File: config.mk
export PLATFORM = sky130hd
export DESIGN_NAME = mem_arbiter
export DESIGN_NICKNAME = d
export VERILOG_FILES = /design/src/rtl/mem_arb_pkg.sv /design/src/rtl/resp_tag_pipe.sv /design/src/rtl/mem_arbiter.sv
export SDC_FILE = /design/constraint.sdc
export NUM_CORES = 1
export LEC_CHECK = 0
export ABC_AREA = 1
export CAP_MARGIN = 20
export CORE_AREA = 2 2 107 109
export CTS_BUF_LIST = sky130_fd_sc_hd__clkbuf_8 sky130_fd_sc_hd__clkbuf_16
export DETAILED_ROUTE_END_ITERATION = 16
export DIE_AREA = 0 0 109 111
export PLACE_DENSITY_LB_ADDON = 0.05
export SKIP_CTS_REPAIR_TIMING = 1
export SYNTH_ARGS = -nofsm -noshare
export SYNTH_HDL_FRONTEND = slang
export SYNTH_SLANG_ARGS = --single-unit
File: constraint.sdc
create_clock -name clk -period 1.65 [get_ports clk]
set_clock_uncertainty 0.2 [all_clocks]
set_input_delay 0.33 -clock clk [delete_from_list [all_inputs] [get_ports clk]]
set_output_delay 0.33 -clock clk [all_outputs]
set_load 0.005 [all_outputs]
File: src/rtl/mem_arb_pkg.sv
// Shared types for the unified memory arbiter.
// Response tags record which port owns each in-flight read.
package mem_arb_pkg;

  localparam int DEF_DATA_W = 32;
  localparam int STRB_W     = DEF_DATA_W / 8;

  typedef enum logic {
    OWN_IF = 1'b0,
    OWN_D  = 1'b1
  } owner_e;

  typedef struct packed {
    logic   valid;
    owner_e owner;
  } resp_tag_t;

endpackage

File: src/rtl/resp_tag_pipe.sv
// Fixed-depth shift register of read response tags.
// Tracks reads in flight through the memory pipeline.
module resp_tag_pipe
  import mem_arb_pkg::*;
#(
  parameter int DEPTH = 2
) (
  input  logic      clk,
  input  logic      rst_n,
  input  resp_tag_t tag_in,
  output resp_tag_t tag_out
);

  resp_tag_t stage_q [DEPTH];

  always_ff @(posedge clk or negedge rst_n) begin
    if (!rst_n) begin
      for (int i = 0; i < DEPTH; i++)
        stage_q[i] <= '0;
    end else begin
      stage_q[0] <= tag_in;
      for (int i = 1; i < DEPTH; i++)
        stage_q[i] <= stage_q[i-1];
    end
  end

  assign tag_out = stage_q[DEPTH-1];

endmodule

File: src/rtl/mem_arbiter.sv
// Fetch / load-store arbiter in front of one pipelined memory.
// Data wins collisions; a starvation counter forces fetch through.
module mem_arbiter
  import mem_arb_pkg::*;
#(
  parameter int ADDR_W     = 32,
  parameter int DATA_W     = DEF_DATA_W,
  parameter int MEM_LAT    = 2,
  parameter int STARVE_MAX = 4
) (
  input  logic                clk,
  input  logic                reset,
  input  logic                if_req,
  input  logic [ADDR_W-1:0]   if_addr,
  output logic                if_gnt,
  output logic                if_rvalid,
  output logic [DATA_W-1:0]   if_rdata,
  input  logic                d_req,
  input  logic                d_we,
  input  logic [ADDR_W-1:0]   d_addr,
  input  logic [DATA_W-1:0]   d_wdata,
  input  logic [DATA_W/8-1:0] d_wstrb,
  output logic                d_gnt,
  output logic                d_rvalid,
  output logic [DATA_W-1:0]   d_rdata,
  output logic                mem_req,
  output logic                mem_we,
  output logic [ADDR_W-1:0]   mem_addr,
  output logic [DATA_W-1:0]   mem_wdata,
  output logic [DATA_W/8-1:0] mem_wstrb,
  input  logic [DATA_W-1:0]   mem_rdata
);

  localparam int CNT_W = $clog2(STARVE_MAX + 1);

  logic [CNT_W-1:0] starve_cnt;
  logic [CNT_W-1:0] starve_nxt;
  logic             force_if;
  resp_tag_t        new_tag;
  resp_tag_t        out_tag;

  assign force_if = (starve_cnt == CNT_W'(STARVE_MAX));

  // Grants are held low while in reset even if requests are up.
  assign d_gnt   = reset & d_req & ~(if_req & force_if);
  assign if_gnt  = reset & if_req & ~d_gnt;
  assign mem_req = if_gnt | d_gnt;

  always_comb begin
    mem_addr  = if_addr;
    mem_we    = 1'b0;
    mem_wdata = '0;
    mem_wstrb = '0;
    unique case (1'b1)
      d_gnt: begin
        mem_addr  = d_addr;
        mem_we    = d_we;
        mem_wdata = d_wdata;
        mem_wstrb = d_we ? d_wstrb : '0;
      end
      default: ;
    endcase
  end

  always_comb begin
    starve_nxt = starve_cnt;
    if (!if_req || if_gnt)
      starve_nxt = '0;
    else if (!force_if)
      starve_nxt = starve_cnt + CNT_W'(1);
  end

  always_ff @(posedge clk or negedge reset) begin
    if (!reset)
      starve_cnt <= '0;
    else
      starve_cnt <= starve_nxt;
  end

  always_comb begin
    new_tag       = '0;
    new_tag.valid = mem_req & ~mem_we;
    new_tag.owner = d_gnt ? OWN_D : OWN_IF;
  end

  resp_tag_pipe #(
    .DEPTH (MEM_LAT)
  ) u_tags (
    .clk     (clk),
    .rst_n   (reset),
    .tag_in  (new_tag),
    .tag_out (out_tag)
  );

  assign if_rvalid = reset & out_tag.valid & (out_tag.owner == OWN_IF);
  assign d_rvalid  = reset & out_tag.valid & (out_tag.owner == OWN_D);
  assign if_rdata  = mem_rdata;
  assign d_rdata   = mem_rdata;

endmodule

After elaboration in Yosys (flattened, before gate mapping)
Cells that the tools add are included.
{ "classes": {"add_sub_neg": 1, "bitwise": 14, "n_reduce_logical": 2, "n_eq_ne": 2, "n_mux": 8} }
{ "ops": {"columns": ["operator", "count"], "rows": [
  ["$mux W32", 2],
  ["$and A1 B1 Y1", 9],
  ["$mux W4", 2],
  ["$mux W3", 2],
  ["$not A1 Y1", 4],
  ["$add A3 B1 Y3 const B", 1],
  ["$eq A3 B3 Y1 const B", 1],
  ["$mux W1", 2],
  ["$ne A2 B1 Y1 const B", 1],
  ["$logic_not A1 Y1", 1],
  ["$logic_or A1 B1 Y1", 1],
  ["$or A1 B1 Y1", 1]
]} }
{ "totals": {"input_bits": 137, "word_cells": 32, "output_inout_bits": 138, "register_bits": 7} }

Logic depth before layout (Yosys ltp)
{ "depth": {"ltp_word": 8, "mapped_depth": 8} }

Modules after synthesis
A second synthesis with hierarchy kept.
{ "hier_totals": {"hier_cells": 285, "area_unflattened_um2": 1621.6} }
{ "modules_own_cells": {"columns": ["module", "seq_area_each_um2", "instances", "cells_per_inst", "area_each_um2"], "rows": [
  ["mem_arbiter", 75.1, 1, 279, 1506.4],
  ["resp_tag_pipe", 100.1, 1, 6, 115.1]
]} }

Worst setup path before layout
OpenSTA, ideal clock, no wires.
{ "synth_timing": {"path_kind": "flip-flop to output port", "from": "reg starve_cnt[0]", "to": "out mem_wdata[21]", "slack_ns": -0.022, "stages_incl_launch_ff": 8, "t_required_ns": 1.120, "t_arrival_ns": 1.142, "cell_sequence": "dfrtp_1 inv_1 ha_1 nand3_2 nand2_4 buf_6 buf_8 nor2_4"} }
{ "synth_between": {"elab_chain_len": 5} }
{ "synth_rtl": {"columns": ["item", "line", "rtl"], "rows": [
  ["start, declared", "mem_arbiter.sv:36", "logic [CNT_W-1:0] starve_cnt;"],
  ["start signal, assigned", "mem_arbiter.sv:77", "starve_cnt <= starve_nxt;"],
  ["$eq A3 B3 Y1", "mem_arbiter.sv:42", "assign force_if = (starve_cnt == CNT_W'(STARVE_MAX));"],
  ["$and A1 B1 Y1", "mem_arbiter.sv:45", "assign d_gnt = reset & d_req & ~(if_req & force_if);"],
  ["$not A1 Y1", "mem_arbiter.sv:45", null],
  ["$and A1 B1 Y1", "mem_arbiter.sv:45", null],
  ["$mux W32", "mem_arbiter.sv:54", "unique case (1'b1)"],
  ["end, declared", "mem_arbiter.sv:29", "output logic [DATA_W-1:0] mem_wdata,"]
]} }
Every way passes these cells.

Worst setup path in the final report
{ "layout_timing": {"from": "reg starve_cnt[1]", "to": "out mem_addr[0]"} }
{ "layout_between": {"elab_chain_len": 5} }
{ "layout_rtl": {"columns": ["item", "line", "rtl"], "rows": [
  ["$eq A3 B3 Y1", "mem_arbiter.sv:42", null],
  ["$and A1 B1 Y1", "mem_arbiter.sv:45", null],
  ["$not A1 Y1", "mem_arbiter.sv:45", null],
  ["$and A1 B1 Y1", "mem_arbiter.sv:45", null],
  ["$mux W32", "mem_arbiter.sv:54", null],
  ["end, declared", "mem_arbiter.sv:28", "output logic [ADDR_W-1:0] mem_addr,"]
]} }
Every way passes these cells.

==> run_results.csv <==
group,metric,value,unit
status,outcome,"finished with violations",
status,failing_checks,"setup timing",
sta,highest_achievable_clock_rate,456.6,MHz
final_layout,nFillCells,1236,
routing,drt_first_iter_violations,41,
routing,drc,0,
setup_path,crit_top_cell,"nand2_1",
sta,finalWorstPathRequiredPeriod,2.190,ns
floorplan,num_rows,39,
setup_path,timing.critical_path.slowest_cell_delay,0.37,ns
global_routing,antenna_found_initial,0,
clock_network,clkSinkCount,7,
power_and_ir_drop,total_leakage_power,2.104,nW
sta,fin_worst_hold_slack,0.1453,ns
logic_synthesis,avgSynthCellArea,5.677,sq um
floorplan,io_pins,275,
sta,post-route-period-util,132.7,%
hold_path,hold_class,"flip-flop to flip-flop",
power_and_ir_drop,p_per_area,382.5,nW/um^2
setup_path,crit_required,1.12,ns
clock_network,cts-buffers-inserted,3,
logic_synthesis,synthFlopType,"dfrtp_1",
logic_synthesis,synth.top_cells.by_count,"110 x nand2_1, 67 x buf_4, 42 x inv_1",
sta,setup_repair_after_global_routing_missed_its_margin,"true",
place,numPortBuffers,178,
logic_synthesis,synth.net_count,422,
final_layout,final_cell_area,3886,sq um
logic_synthesis,adder_cell_share_of_the_synthesized_area,1.558,%
clock_network,h-tree-depth,1,
setup_path,worstSetupPathType,"flip-flop to output pin",
place,post_detailed_placement_cell_area,3163,sq um
global_routing,global_route_wire_length_before_repair,9.308,mm
setup_path,rr_worst_depth,11,
logic_synthesis,cell_type_contributing_the_most_total_cell_area_after_synthesis,"buf_4",
logic_synthesis,yosys-top-cells-area,"buf_4 31%, nand2_1 26%, dfrtp_1 11%, inv_1 9.8%, nor2_4 7.0%",
routing,post_drt_wl_per_cell,13.55,microns
setup_path,critPathSlowestCell,"dfrtp_1",
sta,drv_slew,0,
routing,drtAntennaViolNets,0,
clock_network,clock_tree.root_cell,"clkbuf_16",
logic_synthesis,yosys.area_share.simple,41.12,%
floorplan,die_x,109,microns
logic_synthesis,synth-edff-count,0,
logic_synthesis,synth_top_area_share,31.31,%
clock_network,deepest_clock_path_buffer_count,2,
sta,timing.final.ws_setup,-0.5399,ns
floorplan,placeable_core_area,11080,sq um
logic_synthesis,muxShareOfSynthArea,0,%
clock_network,clk_transition_reported_paths,0.04,ns
routing,detail_route.first_pass.iterations,2,
final_layout,post_layout_nets,582,
logic_synthesis,synth_seq_area_share,10.90,%
logic_synthesis,gate_count_after_technology_mapping,283,
routing,drt_wl_total,7.924,mm
setup_path,path_cells,"inv_2 -> ha_4 -> nand3_4 -> nand2_8 -> clkinv_8 -> buf_12 -> clkbuf_16 -> nand2_1 -> nand2_1 -> clkbuf_2",
floorplan,die_height,111,microns
clock_network,clk-insertion-delay-late,0.23,ns
sta,max-slew-margin-rel,84.82,%
sta,setup_tns,-30.49,ns
global_routing,grt.total_usage,9.793,%
global_routing,first_global_vias,1876,
floorplan,effective_utilization_at_floorplan,14.50,%
floorplan,floorplan.die_area,12100,sq um
setup_path,timing.critical_path.arrival,1.66,ns
final_layout,area_delta_synth_final,141.9,%
logic_synthesis,async_reset_ff_share,100.0,%
power_and_ir_drop,worst_ir_drop_vdd,0.4457,mV
routing,routed-via-count,2129,
sta,worst_slew_pin_slew,0.2270,ns
place,globalplace.congestion,0.7550,
sta,hold_viol,0,
final_layout,final_layout_size_suffix_gt1_share,45.93,%
logic_synthesis,synth_register_bits,7,
hold_path,hold-path-cell-count,0,
logic_synthesis,most_used_standard_cell_by_instance_count_after_synthesis,"nand2_1",
job,drv_cap,0,
logic_synthesis,synth_compound_gate_area_share,1.090,%
logic_synthesis,main_combinational_cell_family_by_area_after_synthesis,"buffers and inverters",
place,dp_hpwl,5.386,mm
setup_path,critical_path_peak_fanout,7,
logic_synthesis,synth_xor_area_share,0.5452,%
logic_synthesis,synthesis.area,1607,sq um
logic_synthesis,synthesis.yosys.warnings,0,
global_routing,overflow_left_after_global_routing,0,
routing,avgViaCountPerCell,3.639,
setup_path,start_kind,"flip-flop",
setup_path,endpoint_kind,"output pin",
sta,setup_viol,75,
final_layout,num_antenna_cells,0,
clock_network,tritoncts,"built",
global_routing,grt_start_max_net_pins,42,
logic_synthesis,netlist-cell-type-count,17,
registers in the layout, indices dropped and copies added, names as in the netlist:
signal,cells
starve_cnt,3
u_tags.stage_q,2
u_tags.tag_out,2
placed cells by master (no fill, tap or decap), types with 2 or more instances in the layout:
| cell type | Yosys | layout |
|---|---|---|
| nand2_8 | 0 | 2 |
| inv_2 | 2 | 5 |
| clkbuf_16 | 0 | 11 |
| nand2_1 | 110 | 67 |
| dlymetal6s2s_1 | 0 | 5 |
| buf_8 | 1 | 5 |
| clkdlybuf4s50_1 | 0 | 101 |
| buf_2 | 5 | 9 |
| nand2_2 | 0 | 27 |
| nor2_2 | 0 | 8 |
| o21ai_0 | 2 | 2 |
| nand2_4 | 1 | 16 |
| inv_1 | 42 | 39 |
| nor2_1 | 29 | 13 |
| buf_12 | 0 | 6 |
| buf_4 | 67 | 14 |
| clkbuf_2 | 0 | 46 |
| dfrtp_1 | 7 | 7 |
| buf_6 | 1 | 32 |
| nor2_4 | 10 | 18 |
cells by family after synthesis:
family                     count (synthesis)
xor gates and xnor gates                   1
AOI/OAI and AO/OA                          3
buffers and inverters                    118
and+or+nand+nor                          152
adders and majority gates                  2
DFF                                        7
cell type report:
type	count	area (sq um)	share of cell area (%)
well taps	143	178.9	4.604
repair buffers	228	2247	57.82
flip-flops and latches	7	175.2	4.507
inverters	44	177.7	4.572
clock buffers	3	75.07	1.932
clock inverters	1	3.754	0.09659
multi-input cells	159	1028	26.46
where the power goes:
part	switching, W	leakage, nW	total (W)	internal [W]
clock	0.0000863	0.0423	0.000401	0.000315
combinational	0.000341	1.97	0.000895	0.000554
sequential	0.00000596	0.0904	0.000191	0.000185
total	0.000433	2.10	0.00149	0.00105
worst max-delay path: cells and delay by family, from the launching register on:
| kind | cells | cell delay, ns |
|---|---|---|
| simple gates | 4 | 0.37 |
| buf+inv | 5 | 0.54 |
| fa+ha+maj | 1 | 0.14 |
| flops | 1 | 0.37 |
worst paths after layout:
path	from	endpoint	slack (ns)
hold / removal	u_tags.stage_q[3]$_DFF_PN0_	u_tags.tag_out[1]$_DFF_PN0_	0.15
hold reg to reg	u_tags.stage_q[3]$_DFF_PN0_	u_tags.tag_out[1]$_DFF_PN0_	0.15
setup / recovery	starve_cnt[1]$_DFFE_PN0P_	mem_addr[0]	-0.54
max in group asynchronous	reset	u_tags.stage_q[3]$_DFF_PN0_	0.56
min in group asynchronous	reset	u_tags.tag_out[0]$_DFF_PN0_	0.58
setup reg to reg	starve_cnt[1]$_DFFE_PN0P_	u_tags.stage_q[3]$_DFF_PN0_	-0.04
metal layers:
metal / vias up / global-route usage [%] / wire (microns)
li1: 1062 / - / -
met1: 931 / 9.636 / 2882
met2: 117 / 19.42 / 4185
met3: 19 / 2.998 / 740
met4: 0 / 2.051 / 115
met5: - / 0 / 0
per-stage QoR:
| stage | cells | setup WS, ns | util (%) | total power, W |
|---|---|---|---|---|
| detailed placement | 545 | -0.9026 | 28.56 | 0.0009141 |
| CTS | 549 | -0.9115 | 29.27 | 0.001332 |
| global route | 585 | -0.6318 | 35.08 | 0.001590 |
| global placement | 545 | -0.8765 | 28.56 | 0.0009195 |
| finish | 585 | -0.5399 | 35.08 | 0.001487 |
| floorplan | 283 | 0.003071 | - | 0.0005176 |
Note: power is estimated with default switching activity, not from simulation.
==> edit: new RTL, same settings <==
Set the parameter `ADDR_W` to 48 (it was 32).
--- a/src/rtl/mem_arbiter.sv
+++ b/src/rtl/mem_arbiter.sv
@@ -5,3 +5,3 @@
 #(
-  parameter int ADDR_W     = 32,
+  parameter int ADDR_W     = 48,
   parameter int DATA_W     = DEF_DATA_W,
Interface: changed (resized d_addr, if_addr and mem_addr); port bits go from 275 to 323. The function was not compared with the original's and may differ.
==> edit against the original RTL <==
- the run ends with negative hold slack, negative setup slack left
- worst setup slack worse by 87 ps
- sequential cell count stayed put
- largest power group unchanged
- power is 9.8% higher
- cell count up 18%
- critical path type unchanged
- cell area increased by 17%
- routed wire length is 28% higher
- synthesized area up 10%
==> edit: results <==
metrics = {
    "route": {
        "viasPerCell": 3.83,
        "drtPass1Iterations": 4,
        "wire_per_inst_um": 14.7,
        "drt_iter0_drc": 46,
    },
    "setup_path": {
        "crit_fanout": 7,
        "worstRegToRegCells": 11,
        "critPathArrivalTime_ps": 1750,
    },
    "power": {
        "ir_drop_v": 0.000185,
        "leakage_nw": 2.82,
        "switchingPower_mw": 0.464,
    },
    "yosys": {
        "synth_xor_area_frac": 0.00494,
        "synth_cell_types": 15,
        "synth_adder_area_share": 0.0141,
        "synth_compound_area_frac": 0.00987,
        "ys_top_cells_by_count": "158 x nand2_1, 67 x buf_4, 42 x inv_1",
        "yosysSeqAreaShare": 0.0987,
        "synthTopCellsByArea": "nand2_1 33%, buf_4 28%, dfrtp_1 9.9%",
        "synth_fp_nets": 506,
    },
    "finish": {
        "nets": 718,
        "largest_register_ffs": 3,
        "drive_gt1_frac": 0.306,
        "top_register": "starve_cnt",
    },
    "timing": {
        "worst_slack_ps": -627,
        "fin_hold_ws_ps": -2.53,
        "hold_viol": 6,
        "tightest_slew_ps": 269,
        "setup_viol": 88,
    },
    "global_route": {
        "grt_pass1_wl_mm": 12.0,
        "grt_max_degree": 46,
        "track_usage": 0.125,
        "grt_overflow_total": 0,
        "grt_pass1_vias": 2490,
    },
    "placement": {
        "io_buffers": 226,
        "hpwl_mm": 7.09,
        "gp_congestion": 0.773,
    },
    "status": {
        "violations": "negative hold slack, negative setup slack",
        "status": "finished with violations",
    },
}
-- edit: changes by cell type after synthesis --
cell     unedited run  this run
buf_8               1         0
nand2_2             0         1
buf_2               5         4
buf_6               1         7
nand2_4             1         0
nand3_1             1         2
nand2_1           110       158
nor2_2              0        10
nor2_4             10         0
nand3_2             1         0
-- edit: final cells by class --
type	count	area (um2)
timing repair buffer	283	2900
clock buffer	3	75.1
sequential	7	175
fill	1162	6540
tap	143	179
clock inverter	1	3.75
timing repair inverter	1	11.3
multi-input combinational	207	1010
inverter	44	183
-- edit: per-stage QoR --
step / cells / setup TNS, ps / area [um2] / setup WS [ps] / hold WS, ps
finish: 689 / -44030 / 4530 / -627 / -2.53
global route: 689 / -50640 / 4530 / -687 / 12.8
CTS: 645 / -76490 / 3900 / -970 / 150
detailed placement: 641 / -76590 / 3820 / -955 / 142
global placement: 641 / -75410 / 3820 / -929 / 139
floorplan: 335 / -611 / 1830 / -28.7 / -166
-- edit: final timing paths --
check | start | endpoint | slack (ps)
max | starve_cnt[1] | mem_wdata[3] | -630
min in group clk | u_tags.stage_q[3] | u_tags.tag_out[1] | 150
min reg2reg | u_tags.stage_q[3] | u_tags.tag_out[1] | 150
max in group asynchronous | reset | u_tags.tag_out[1] | 750
max reg2reg | starve_cnt[1] | u_tags.stage_q[3] | -60
min | reset | u_tags.stage_q[3] | -3
-- edit: power groups by stage --
| stage | Sequential, mW | Clock (mW) | Combinational [mW] |
|---|---|---|---|
| 3_5_place_dp | 0.192 | 0 | 0.924 |
| 5_1_grt | 0.192 | 0.422 | 1.13 |
| 3_3_place_gp | 0.192 | 0 | 0.923 |
| 6_report | 0.191 | 0.399 | 1.04 |
| 4_1_cts | 0.190 | 0.409 | 0.930 |
| 2_1_floorplan | 0.192 | 0 | 0.380 |
-- edit: cell families (layout without fill, tap and decap cells) --
logic type               count (synthesis)  in the layout
buffers and inverters                  122            332
AND/OR/NAND/NOR                        200            201
flip-flops                               7              7
adder cells (fa/ha/maj)                  2              2
AO/OA/AOI/OAI                            3              3
XOR/XNOR                                 1              1
-- edit: per-layer routing --
metal	GRT usage	up-vias	part of all wire
met5	0	-	0
met4	0.0256	0	0.0064
met3	0.0359	9	0.11
met2	0.252	187	0.54
met1	0.122	1123	0.34
li1	-	1322	-
-- edit: critical path, stage by stage (launching register included) --
cell	delay (ps)
dfrtp_1	350
inv_2	50
ha_4	160
nand3_4	90
nand2_8	120
buf_6	170
nor2_2	80
clkdlybuf4s50_1	500
